File: src/rtl/frame_manager_pkg.sv
// frame_manager_pkg: shared constants and types for the frame manager
package frame_manager_pkg;
  localparam int NUM_SRC = 4;
  localparam int SOURCE_SEL_ADDRW = 3;
  localparam logic [SOURCE_SEL_ADDRW-1:0] SRC_BACKGROUND = 3'd0;
  localparam logic [SOURCE_SEL_ADDRW-1:0] SRC_GSENS = 3'd1;
  localparam logic [SOURCE_SEL_ADDRW-1:0] SRC_SPRITES = 3'd2;
  localparam logic [SOURCE_SEL_ADDRW-1:0] SRC_OVERLAY = 3'd3;
  localparam logic [SOURCE_SEL_ADDRW-1:0] PARK_SEL = SOURCE_SEL_ADDRW'(NUM_SRC);
  typedef enum logic [2:0] {IDLE, SCAN, REQUEST, WAIT_START, WAIT_END, ADVANCE, DONE} sched_state_t;
endpackage

File: src/rtl/draw_source_scheduler_if.sv
// draw_source_scheduler_if: shared frame-buffer write bus between scheduler and drawers
//   write_source_sel  granted source ID (park value when none)
//   write_awaited     one-cycle request strobe to the selected source
//   write_active      high while the selected source writes
interface draw_source_scheduler_if #(parameter int SEL_W = frame_manager_pkg::SOURCE_SEL_ADDRW);
  logic [SEL_W-1:0] write_source_sel;
  logic write_awaited;
  logic write_active;
  modport master(output write_source_sel, output write_awaited, input write_active);
  modport slave(input write_source_sel, input write_awaited, output write_active);
endinterface

File: src/rtl/sched_timeout_counter.sv
// sched_timeout_counter: loadable down-counter that flags expiry at zero
//   load_i/load_val_i  reload the count; dec_i  step down (holds at zero)
//   expired_o          count has reached zero
module sched_timeout_counter #(parameter int W = 4) (
  input  logic         clk,
  input  logic         resetN,
  input  logic         load_i,
  input  logic         dec_i,
  input  logic [W-1:0] load_val_i,
  output logic         expired_o
);
  logic [W-1:0] cnt_q, cnt_d;
  always_comb cnt_d = load_i ? load_val_i : (dec_i && cnt_q != '0) ? cnt_q - 1'b1 : cnt_q;
  always_ff @(posedge clk or negedge resetN)
    if (!resetN) cnt_q <= '0;
    else cnt_q <= cnt_d;
  assign expired_o = cnt_q == '0;
endmodule

File: src/rtl/draw_source_scheduler.sv
// draw_source_scheduler: grants the shared write bus to each enabled draw source in ID order per frame
//   frame_start/source_enable  begin a pass with latched enables
//   bus                        select/request/active handshake to the drawers
//   busy/frame_done            pass in progress / one-cycle end pulse
//   timeout_flags              sticky per-source no-response flags
//   last_frame_cycles          saturating duration of the last pass
module draw_source_scheduler import frame_manager_pkg::*; #(
  parameter int NUM_SOURCES = NUM_SRC,
  parameter int START_TIMEOUT = 15,
  parameter int CYCLE_CNT_W = 20
) (
  input  logic                   clk,
  input  logic                   resetN,
  input  logic                   frame_start,
  input  logic [NUM_SOURCES-1:0] source_enable,
  output logic                   busy,
  output logic                   frame_done,
  output logic [NUM_SOURCES-1:0] timeout_flags,
  output logic [CYCLE_CNT_W-1:0] last_frame_cycles,
  draw_source_scheduler_if.master bus
);
  localparam int CW = NUM_SOURCES > 1 ? $clog2(NUM_SOURCES) : 1;
  localparam int TW = START_TIMEOUT > 1 ? $clog2(START_TIMEOUT) : 1;
  localparam logic [SOURCE_SEL_ADDRW-1:0] PARK = SOURCE_SEL_ADDRW'(NUM_SOURCES);
  sched_state_t state_q, state_d;
  logic [CW-1:0] cursor_q, cursor_d;
  logic [SOURCE_SEL_ADDRW-1:0] sel_q, sel_d;
  logic [NUM_SOURCES-1:0] en_q, en_d, flags_q, flags_d;
  logic [CYCLE_CNT_W-1:0] cnt_q, cnt_d, last_q, last_d;
  logic busy_q, load, dec, expired, active, last_src;
  // an undriven (z/x) bus reads as idle
  assign active = bus.write_active === 1'b1;
  assign last_src = cursor_q == CW'(NUM_SOURCES - 1);
  sched_timeout_counter #(.W(TW)) u_tmo (
    .clk(clk), .resetN(resetN), .load_i(load), .dec_i(dec),
    .load_val_i(TW'(START_TIMEOUT - 1)), .expired_o(expired)
  );
  always_comb begin
    state_d = state_q;
    cursor_d = cursor_q;
    sel_d = sel_q;
    en_d = en_q;
    flags_d = flags_q;
    last_d = last_q;
    cnt_d = state_q == IDLE ? cnt_q : (&cnt_q ? cnt_q : cnt_q + 1'b1);
    load = 1'b0;
    dec = 1'b0;
    unique case (state_q)
      IDLE: if (frame_start) begin
        state_d = SCAN;
        en_d = source_enable;
        cursor_d = '0;
        flags_d = '0;
        cnt_d = '0;
      end
      SCAN: if (en_q[cursor_q]) begin
        state_d = REQUEST;
        sel_d = SOURCE_SEL_ADDRW'(cursor_q);
      end else if (last_src) state_d = DONE;
      else cursor_d = cursor_q + 1'b1;
      REQUEST: begin
        state_d = WAIT_START;
        load = 1'b1;
      end
      // a rise on the expiry cycle wins over the timeout
      WAIT_START: if (active) state_d = WAIT_END;
      else if (expired) begin
        flags_d[cursor_q] = 1'b1;
        state_d = ADVANCE;
        sel_d = PARK;
      end else dec = 1'b1;
      WAIT_END: if (!active) begin
        state_d = ADVANCE;
        sel_d = PARK;
      end
      ADVANCE: if (last_src) state_d = DONE;
      else begin
        cursor_d = cursor_q + 1'b1;
        state_d = SCAN;
      end
      DONE: begin
        last_d = cnt_q;
        state_d = IDLE;
      end
      default: state_d = IDLE;
    endcase
  end
  always_ff @(posedge clk or negedge resetN)
    if (!resetN) begin
      state_q <= IDLE;
      cursor_q <= '0;
      sel_q <= PARK;
      en_q <= '0;
      flags_q <= '0;
      cnt_q <= '0;
      last_q <= '0;
      busy_q <= 1'b0;
    end else begin
      state_q <= state_d;
      cursor_q <= cursor_d;
      sel_q <= sel_d;
      en_q <= en_d;
      flags_q <= flags_d;
      cnt_q <= cnt_d;
      last_q <= last_d;
      busy_q <= state_d != IDLE;
    end
  assign bus.write_source_sel = sel_q;
  assign bus.write_awaited = state_q == REQUEST;
  assign busy = busy_q;
  assign frame_done = state_q == DONE;
  assign timeout_flags = flags_q;
  assign last_frame_cycles = last_q;
endmodule

File: src/flat_wrapper.sv
// flat-port wrapper written by rule: the top's interface ports become plain ports
module draw_source_scheduler_flat import frame_manager_pkg::*;
#(
  parameter int NUM_SOURCES = NUM_SRC,
  parameter int START_TIMEOUT = 15,
  parameter int CYCLE_CNT_W = 20
)
  (clk, resetN, frame_start, source_enable, busy, frame_done, timeout_flags, last_frame_cycles, bus_write_source_sel, bus_write_awaited, bus_write_active);
  draw_source_scheduler_if bus_i ();
  input  logic clk;
  input  logic resetN;
  input  logic frame_start;
  input  logic [NUM_SOURCES-1:0] source_enable;
  output logic busy;
  output logic frame_done;
  output logic [NUM_SOURCES-1:0] timeout_flags;
  output logic [CYCLE_CNT_W-1:0] last_frame_cycles;
  output wire logic [$bits(bus_i.write_source_sel)-1:0] bus_write_source_sel;
  output wire logic [$bits(bus_i.write_awaited)-1:0] bus_write_awaited;
  input wire logic [$bits(bus_i.write_active)-1:0] bus_write_active;
  assign bus_write_source_sel = bus_i.write_source_sel;
  assign bus_write_awaited = bus_i.write_awaited;
  assign bus_i.write_active = bus_write_active;
  draw_source_scheduler #(.NUM_SOURCES(NUM_SOURCES), .START_TIMEOUT(START_TIMEOUT), .CYCLE_CNT_W(CYCLE_CNT_W)) u_core (.clk(clk), .resetN(resetN), .frame_start(frame_start), .source_enable(source_enable), .busy(busy), .frame_done(frame_done), .timeout_flags(timeout_flags), .last_frame_cycles(last_frame_cycles), .bus(bus_i));
endmodule
File: config.mk
export PLATFORM = sky130hd
export DESIGN_NAME = draw_source_scheduler_flat
export DESIGN_NICKNAME = d
export VERILOG_FILES = /design/src/rtl/frame_manager_pkg.sv /design/src/rtl/draw_source_scheduler_if.sv /design/src/rtl/sched_timeout_counter.sv /design/src/rtl/draw_source_scheduler.sv /design/src/flat_wrapper.sv
export SDC_FILE = /design/constraint.sdc
export NUM_CORES = 1
export LEC_CHECK = 0
export ABC_AREA = 1
export BUFFER_PORTS_ARGS = -buffer_cell sky130_fd_sc_hd__buf_2
export CAP_MARGIN = 10
export CELL_PAD_IN_SITES_DETAIL_PLACEMENT = 1
export CELL_PAD_IN_SITES_GLOBAL_PLACEMENT = 1
export CORE_UTILIZATION = 30
export CTS_BUF_LIST = sky130_fd_sc_hd__clkbuf_16
export DETAILED_ROUTE_END_ITERATION = 6
export PLACE_DENSITY_LB_ADDON = 0.1
export SETUP_SLACK_MARGIN = 0.02
export SYNTH_ARGS = -nofsm -noshare
export SYNTH_HDL_FRONTEND = slang
export SYNTH_SLANG_ARGS = --single-unit
File: constraint.sdc
create_clock -name clk -period 4.04 [get_ports clk]
set_clock_uncertainty 0.1 [all_clocks]
set_input_delay 0 -clock clk [delete_from_list [all_inputs] [get_ports clk]]
set_output_delay 0 -clock clk [all_outputs]
set_load 0.03 [all_outputs]
[Yosys cells after proc, flatten, opt, wreduce, memory -nomap -nowiden]
Index checks and enable logic that the tools add are counted.
Word-level totals
  logic and storage cells: 79
  memories: 0
  memory bits (writable): 0
  memory bits (read-only): 0
  register bits after elaboration: 61
  latch bits: 0
Cells by class
  divide/modulo/power cells: 0
  eq/ne operators: 14
  multiplexer cells: 35
  $lt $le $gt $ge: 2
  add/sub/neg operators: 3
  reduce and logical (&&, ||, !) cells: 15
  shifts and indexed selects: 0
  bitwise operators: 1
  multiply operators: 0
Operator list (number)
  2-to-1 mux 20 bit: 4
  2-to-1 mux 3 bit: 11
  adder 20 x 1 -> 20 bit (second input constant): 1
  2-to-1 mux 4 bit: 5
  AND reduction 20 bit: 1
  one-hot mux 3 bit (6 select lines): 1
  == test 3 bit (second input constant): 3
  one-hot mux 3 bit (3 select lines): 1
  nonzero test 3 bit: 3
  != test 2 bit (second input constant): 4
  one-hot mux 4 bit (2 select lines): 1
  == test 3 x 2 -> 1 bit (second input constant): 2
  2-to-1 mux 1 bit: 6
  2-to-1 mux 2 bit: 3
  one-hot mux 2 bit (3 select lines): 1
  AND reduction 5 bit: 1
  zero test 4 bit: 1
  != test 2 x 1 -> 1 bit (second input constant): 2
  bitwise OR 4 bit: 1
  AND reduction 4 bit: 1
  nonzero test 2 bit: 2
  nonzero test 4 bit: 1
  subtractor 4 x 1 -> 4 bit (second input constant): 1
  == test 3 x 1 -> 1 bit (second input constant): 1
  other kinds (11): 12

[Depth between registers and ports, before layout]
Gate-level depths: netlist of the first run.
  depth after elaboration: 8
  depth in mapped cells: 11

[Hierarchy]
A second synthesis of the first run with hierarchy kept.
Second synthesis, totals
  cell total of the unflattened synthesis: 452
  area, all modules: 3374.5 µm²
By module, submodules not included
  draw_source_scheduler: area each 3079.2 µm², cells each 406, times used 1, sequential area each 1427.6 µm²
  sched_timeout_counter: area each 295.3 µm², cells each 46, times used 1, sequential area each 100.1 µm²

[Worst setup path after synthesis of the first run]
No wires, ideal clock.
  kind: register to register
  from: reg u_core.cnt_q[1]
  to: reg u_core.cnt_q[1]
  arrival: 1.361 ns
  required time: 3.823 ns
  slack: 2.463 ns
  stages on the path, launching flop included: 12
  setup time: 0.117 ns
  cell sequence: dfrtp_1 > ha_1 > nand2_2 > nor2_4 > nand2_4 > nor2_4 > nand2_2 > buf_6 > nand2_2 > nand2_1 > nand2_1 > nand2_1
On the way
  word-level cells in the longest chain between the ends: 5
  elaborated cells between the ends (all ways): 6
  those cells by class: add/sub (1); mux (4); reduce/logical (1)
RTL lines
  start, declared: RTL line draw_source_scheduler.sv:29  | logic [CYCLE_CNT_W-1:0] cnt_q, cnt_d, last_q, last_d;
  start signal, assigned: RTL line draw_source_scheduler.sv:104  | cnt_q <= cnt_d;
  adder 20 x 1 -> 20 bit / AND reduction 20 bit (equally long branches): RTL line draw_source_scheduler.sv:45  | cnt_d = state_q == IDLE ? cnt_q : (&cnt_q ? cnt_q : cnt_q + 1'b1);
  2-to-1 mux 20 bit: RTL line draw_source_scheduler.sv:45
  2-to-1 mux 20 bit (*): RTL line draw_source_scheduler.sv:45
  2-to-1 mux 20 bit: RTL line draw_source_scheduler.sv:49  | IDLE: if (frame_start) begin
  2-to-1 mux 20 bit (*): RTL line draw_source_scheduler.sv:48  | unique case (state_q)
  via u_core.cnt_d[1]: RTL line draw_source_scheduler.sv:29
Mark *: on every way through the listed nets, which the timed path passes. The rest lies on a longest branch.
A chain may end at the register's enable or synchronous reset.

[Worst setup path after layout of the first run]
  from: reg u_core.state_q[0]
  to: reg u_core.busy_q, in the netlist u_core.busy
On the way
  word-level cells in the longest chain between the ends: 4
  elaborated cells between the ends (all ways): 14
  those cells by class: eq/ne (5); mux (7); reduce/logical (2)
RTL lines
  start, declared: RTL line draw_source_scheduler.sv:25  | sched_state_t state_q, state_d;
  start signal, assigned: RTL line draw_source_scheduler.sv:99  | state_q <= state_d;
  2-to-1 mux 3 bit, on equally long branches: RTL line draw_source_scheduler.sv:67, draw_source_scheduler.sv:59
  2-to-1 mux 3 bit, on equally long branches: RTL line draw_source_scheduler.sv:66, draw_source_scheduler.sv:56
  one-hot mux 3 bit (6 select lines) (*): RTL line draw_source_scheduler.sv:48
  nonzero test 3 bit (*): RTL line draw_source_scheduler.sv:106  | busy_q <= state_d != IDLE;
  end signal, assigned: RTL line draw_source_scheduler.sv:97  | busy_q <= 1'b0;
  end signal, assigned: RTL line draw_source_scheduler.sv:106
  end, declared: RTL line draw_source_scheduler.sv:30  | logic busy_q, load, dec, expired, active, last_src;
Mark *: on every way between the ends. The rest lies on a longest branch, timed or not.

==> reports/qor.csv, run 1 <==
stage,metric,value,unit
power_and_ir_drop,Worst VDD drop,0.246,mV
worst_setup_path,crit end category,flip-flop,
sta,FMAX,521,MHz
logic_synthesis,Mapped Area,0.00325,mm²
sta,RSZ-0062 raised after global routing,no,
cts,TritonCTS buffer count,9,
global_route,vias in the first global route,2979,
worst_setup_path,crit path kind,reg -> reg,
layout,Area Growth Syn to Fin,21.2,%
routing,via count,2886,
logic_synthesis,register area share after synthesis,47.0,%
logic_synthesis,Synth Area in Adders,2.31,%
cts,CTS tree,built,
sta,worst slew pin tran,0.702,ns
die,total die area,0.0113,mm²
sta,headroom to the max-slew limit,53.2,%
die,Die Y-Extent,106,µm
worst_setup_path,Crit-path slowest cell,dfrtp_1,
worst_setup_path,RR Startpoint,u_core.state_q[0],
die,Starting Density,31.2,%
power_and_ir_drop,leakage power,2.03,nW
cts,Root Buffer,clkbuf_16,
die,# IOs,38,
worst_setup_path,Reg2Reg Setup Slack,2.12,ns
routing,metal3 WL,278,µm
sta,final setup fails,0,
worst_setup_path,buffer and inverter count on the worst path,1,
sta,period utilisation layout,47.5,%
routing,DRT Wirelength,9.01,mm
cts,maximum clock insertion buffer count,2,
placed_design,DP HPWL,6.51,mm
worst_setup_path,Critical Path Most Common Cell,nand3_1,
cts,worst-skew pair later-pin latency,0.33,ns
run,Max-cap violations,0,
logic_synthesis,Synth Register Bits,61,
layout,fin nets,490,
worst_setup_path,crit-path cells,"nor2_1, nand2_2, nor2_4, inv_2, nand3_1, a21oi_1, nand3_1",
cts,H-tree levels,3,
layout,layout cells sized above 1,16.7,%
routing,met2 WL,4.09,mm
routing,DRC,0,
worst_setup_path,cell family with most CP delay,simple AND/OR/NAND/NOR gates,
sta,WHS,0.176,ns
worst_setup_path,CP Data Required Time,4.21,ns
global_route,gr ovfl total,0,
cts,clk sinks,61,
sta,final worst path period need,1.92,ns
die,die width,106,µm
logic_synthesis,Cells after Synth,429,
worst_setup_path,Critical Path Fanout Max,23,
global_route,largest net degree at the start of global routing,39,
logic_synthesis,Avg Inst Size Synth,7.58,µm²
worst_setup_path,critical path endpoint,u_core.busy,
worst_setup_path,"Arr. time, crit path",2.08,ns
routing,Top Metal Used,met4,
logic_synthesis,Compound-Gate Fraction of Synth Area,7.74,%
routing,1st-iter DRT viols,129,
worst_setup_path,crit path from,u_core.state_q[0],
logic_synthesis,"Net Count, Synth",443,
die,Placeable Area,0.0104,mm²
sta,max-slew violation count,0,
logic_synthesis,XOR/XNOR Fraction of Synth Area,1.89,%
logic_synthesis,YS warnings,0,
sta,worst setup margin,2.12,ns
placed_design,routability congestion estimate,0.809,
worst_setup_path,CP startpoint kind,flip-flop,
logic_synthesis,main combinational cell family by area after synthesis,simple AND/OR/NAND/NOR gates,
routing,WL met1,4.53,mm
logic_synthesis,synth unique cells,26,
global_route,antenna violations before repair,0,
layout,Filler cells,1300,
logic_synthesis,mux contribution to synthesized area,0,%
layout,# diodes,0,
sta,Total Neg Setup Slack,0,ns
status,outcome,completed,
min_path,worst hold path type,in -> async,
power_and_ir_drop,PD cells,649,mW/mm²
cts,Clock transition at path regs,0.05,ns
global_route,total global-route track usage,17.9,%
placed_design,number of port buffers,37,
cts,setup bufs post-CTS,0,
die,# rows,37,
routing,first-pass iteration count of the detailed router,4,
placed_design,DP Worst Slack,2.08,ns
global_route,first-pass GRT wire length,15.4,mm
routing,routed vias/inst,4.69,
worst_setup_path,worst reg2reg path depth,7,
sta,Final Hold Viols,0,
routing,Final ANT Viol Nets,0,
worst_setup_path,reg2reg end,u_core.busy,
worst_setup_path,worst stage delay on the critical path,0.44,ns
logic_synthesis,simple-gate portion of the synthesized area,33.6,%
worst_setup_path,Crit path depth,7,
routing,wire per inst,14.6,µm
[metal layers]
metal | up-vias | GRT usage (%)
li1 | 1464 | -
met1 | 1376 | 24.9
met2 | 36 | 28.0
met3 | 10 | 3.49
met4 | 0 | 6.05
met5 | - | 0
[kinds of logic after synthesis]
logic type	after synthesis
simple gates	245
buf+inv	61
flops	61
compound gates	49
xor+xnor	7
fa+ha+maj	6
[worst reg2reg max path: cells and delay by family, from the launching register on]
family / cells / cell delay, ns
flops: 1 / 0.44
simple gates: 5 / 1.10
buf+inv: 1 / 0.15
compound gates: 1 / 0.07
[Yosys cell counts, drive strengths merged]
cell / count / area share, %
nand2: 145 / 17
dfrtp: 60 / 46
nand3: 57 / 9.1
inv: 52 / 6.0
o21ai: 44 / 6.9
nor2: 35 / 5.3
buf: 7 / 1.3
xor2: 7 / 1.9
ha: 6 / 2.3
a21oi: 4 / 0.62
nand4: 4 / 0.77
nor3: 3 / 0.81
clkbuf: 2 / 0.23
dfstp: 1 / 0.81
o31ai: 1 / 0.23
or2: 1 / 0.19
[timing repair]
action                                 in CTS  in global routing
endpoints found under the hold margin      33                  0
resized for setup                           0                  0
hold buffers                                7                  0
setup endpoints to repair                   0                  0
[flip-flops by register name, indices dropped and copies added (netlist names)]
register                     cells
u_core.last_frame_cycles        20
u_core.bus.write_source_sel      3
u_core.busy                      1
u_core.timeout_flags             4
u_core.u_tmo.cnt_q               4
u_core.cursor_q                  2
u_core.en_q                      4
u_core.cnt_q                    20
u_core.state_q                   3
[layout make-up]
class                      instances  area [µm²]  area share [%]
clock inverter                     6        78.8            2.00
clock buffer                       9         225            5.72
tap                              136         170            4.32
multi-input combinational        307        1480            37.5
timing repair buffer              45         263            6.67
inverter                          52         195            4.96
sequential                        61        1530            38.8
[worst min-delay path by stage]
| stage | start | end | slack [ns] | cells past startpoint |
|---|---|---|---|---|
| global placement | resetN | u_core.last_frame_cycles[12] | -0.001 | 1 |
| finish | resetN | u_core.last_frame_cycles[9] | 0.18 | 2 |
| floorplan | resetN | u_core.bus.write_source_sel[0] | -0.40 | 0 |
| global route | resetN | u_core.last_frame_cycles[12] | 0.25 | 2 |
| CTS | resetN | u_core.last_frame_cycles[12] | 0.20 | 2 |
| detailed placement | resetN | u_core.last_frame_cycles[12] | -0.003 | 1 |
[through the flow]
stage | utilization (%) | instances | cell area, µm² | power [mW]
finish | 37.8 | 616 | 3940 | 2.56
global route | 37.8 | 616 | 3940 | 2.75
CTS | 37.8 | 616 | 3940 | 2.60
detailed placement | 34.2 | 594 | 3560 | 1.77
global placement | 34.2 | 594 | 3560 | 1.75
floorplan | - | 429 | 3250 | 1.51
[power by group]
part           internal, mW  switching, mW  leakage (nW)
clock                 0.530          0.274         0.152
combinational         0.247          0.632          1.06
sequential            0.755          0.116         0.812
[placed cells by master, fill, tap and decap left out, drive strengths merged]
cell type and count:
nor3 3, o31ai 1, dlygate4sd3 7, nand3 57, ha 6, clkinv 4, bufinv 2, inv 52
buf 38, nor2 35, a21oi 4, dfstp 1, o21ai 44, nand4 4, xor2 7, dfrtp 60
or2 1, nand2 145, clkbuf 9
Note: power is estimated with default switching activity, not from simulation.
==> run 2: changes to the inputs <==
Clock period 4.04 ns to 1.85 ns, I/O delays scaled along.
==> reports/qor.csv, run 2 (same netlist as run 1, synthesis figures left out) <==
stage,metric,value,unit,change
layout,FF+latch area,0.00153,mm²,unchanged
sta,final worst path period need,1.65,ns,was 1.92 ns
global_route,total global-route track usage,17.6,%,was 17.9%
die,Placeable Area,0.0104,mm²,unchanged
cts,clk sinks,61,,unchanged
routing,via count,2957,,was 2886
worst_setup_path,crit path kind,reg -> reg,,unchanged
layout,Area Growth Syn to Fin,22.9,%,was 21.2%
cts,TritonCTS buffer count,9,,unchanged
power_and_ir_drop,PD cells,1370,mW/mm²,was 649 mW/mm²
status,outcome,completed,,unchanged
die,total die area,0.0113,mm²,unchanged
routing,Final ANT Viol Nets,0,,unchanged
sta,FMAX,604,MHz,was 521 MHz
routing,first-pass iteration count of the detailed router,4,,unchanged
die,die width,106,µm,unchanged
sta,final setup fails,0,,unchanged
die,Die Y-Extent,106,µm,unchanged
cts,Clock transition at path regs,0.06,ns,was 0.05 ns
die,Starting Density,31.2,%,unchanged
routing,DRT Wirelength,8.89,mm,was 9.01 mm
sta,worst slew pin tran,0.653,ns,was 0.702 ns
cts,Root Buffer,clkbuf_16,,unchanged
sta,RSZ-0062 raised after global routing,no,,unchanged
cts,H-tree levels,3,,unchanged
run,Max-cap violations,0,,unchanged
sta,Total Neg Setup Slack,0,ns,unchanged
layout,Filler cells,1327,,was 1300
cts,maximum clock insertion buffer count,2,,unchanged
layout,# diodes,0,,unchanged
power_and_ir_drop,leakage power,2.08,nW,was 2.03 nW
sta,max-slew violation count,0,,unchanged
placed_design,number of port buffers,37,,unchanged
cts,CTS tree,built,,unchanged
layout,area of the multi-input gates,0.00149,mm²,was 0.00148 mm²
worst_setup_path,CP Data Required Time,1.95,ns,was 4.21 ns
layout,"Core Util, Final",38.4,%,was 37.8%
power_and_ir_drop,Worst VDD drop,0.479,mV,was 0.246 mV
sta,headroom to the max-slew limit,56.4,%,was 53.2%
global_route,first-pass GRT wire length,15.5,mm,was 15.4 mm
routing,DRC,0,,unchanged
global_route,largest net degree at the start of global routing,62,,was 39
routing,routed vias/inst,4.72,,was 4.69
cts,worst-skew pair later-pin latency,0.33,ns,about the same
global_route,vias in the first global route,3079,,was 2979
placed_design,Placed Cells,605,,was 594
layout,layout cells sized above 1,18.5,%,was 16.7%
placed_design,DP HPWL,6.48,mm,was 6.51 mm
cts,setup bufs post-CTS,0,,unchanged
layout,"commonest non-fill, non-tap cell in the layout",nand2_1,,unchanged
global_route,gr ovfl total,0,,unchanged
worst_setup_path,Reg2Reg Setup Slack,0.20,ns,was 2.12 ns
min_path,worst hold path type,in -> async,,unchanged
worst_setup_path,crit end category,flip-flop,,unchanged
layout,fin nets,501,,was 490
power_and_ir_drop,final total power,5.46,mW,was 2.56 mW
worst_setup_path,Critical Path Fanout Max,5,,was 23
die,# IOs,38,,unchanged
placed_design,routability congestion estimate,0.787,,was 0.809
routing,wire per inst,14.2,µm,was 14.6 µm
worst_setup_path,"Arr. time, crit path",1.75,ns,was 2.08 ns
routing,1st-iter DRT viols,111,,was 129
global_route,antenna violations before repair,0,,unchanged
sta,period utilisation layout,89.5,%,was 47.5%
die,# rows,37,,unchanged
sta,Final Hold Viols,0,,unchanged
layout,"commonest cells after routing, fill and taps aside","nand2_1, dfrtp_1, nand3_1, inv_1, buf_2",,unchanged
sta,WHS,0.123,ns,was 0.176 ns
worst_setup_path,CP startpoint kind,flip-flop,,unchanged
layout,fin cells,627,,was 616
[run 2: cell count changes in the layout (fill, tap and decap cells not counted)]
cell,change
clkinv_2,-1
nor2_1,-1
inv_1,+1
nor2_2,+1
nand2_2,-1
buf_4,+10
nand2_4,+1
clkinvlp_4,+2
buf_12,+1
bufinv_16,-2
[run 2: what timing repair did]
item / CTS / global route
gates resized for setup: 0 / 2
endpoints found under the setup margin: 0 / 7
endpoints found under the hold margin: 67 / 0
hold buffers: 7 / 0
[run 2: area by class of cell]
cell class                 instances  area share (%)
tap                              136            4.26
clock inverter                     6           0.814
clock buffer                       9            5.64
sequential                        61            38.2
timing repair buffer              56            8.96
inverter                          52            4.89
multi-input combinational        307            37.2
[run 2: final timing paths]
kind | startpoint | to | depth (start not counted)
min | resetN | u_core.last_frame_cycles[12] | 3
min reg2reg | u_core.bus.write_source_sel[0] | u_core.bus.write_source_sel[0] | 2
max in group asynchronous | resetN | u_core.bus.write_source_sel[2] | 3
min in group clk | source_enable[2] | u_core.en_q[2] | 4
max | u_core.cursor_q[0] | u_core.busy | 6
max reg2reg | u_core.cursor_q[0] | u_core.busy | 6
[run 2: stage by stage]
| step | cell area [µm²] | worst slack, ns |
|---|---|---|
| after floorplan | 3250 | 0.273 |
| after global placement | 3660 | 0.133 |
| after detailed placement | 3660 | 0.0952 |
| after CTS | 3990 | 0.0951 |
| after global routing | 4000 | 0.0252 |
| final | 4000 | 0.195 |
[run 2: critical path: stages, from the launching register on]
cell and delay, ns:
dfrtp_1 0.42, inv_1 0.17, nand2_1 0.08, nand3_1 0.15, nand3_1 0.21, a21oi_1 0.29
nand3_1 0.12
[run 2: report_power, final]
group | switching [mW] | total [mW] | internal (mW)
clock network | 0.605 | 1.49 | 0.883
logic | 1.45 | 2.10 | 0.653
registers | 0.226 | 1.87 | 1.65
total | 2.28 | 5.46 | 3.18
[run 2: layer usage]
| layer | global-route usage [%] | wire length [µm] |
|---|---|---|
| met5 | 0 | 0 |
| met2 | 26.8 | 3860 |
| met3 | 2.39 | 250 |
| met4 | 5.95 | 131 |
| met1 | 25.4 | 4650 |
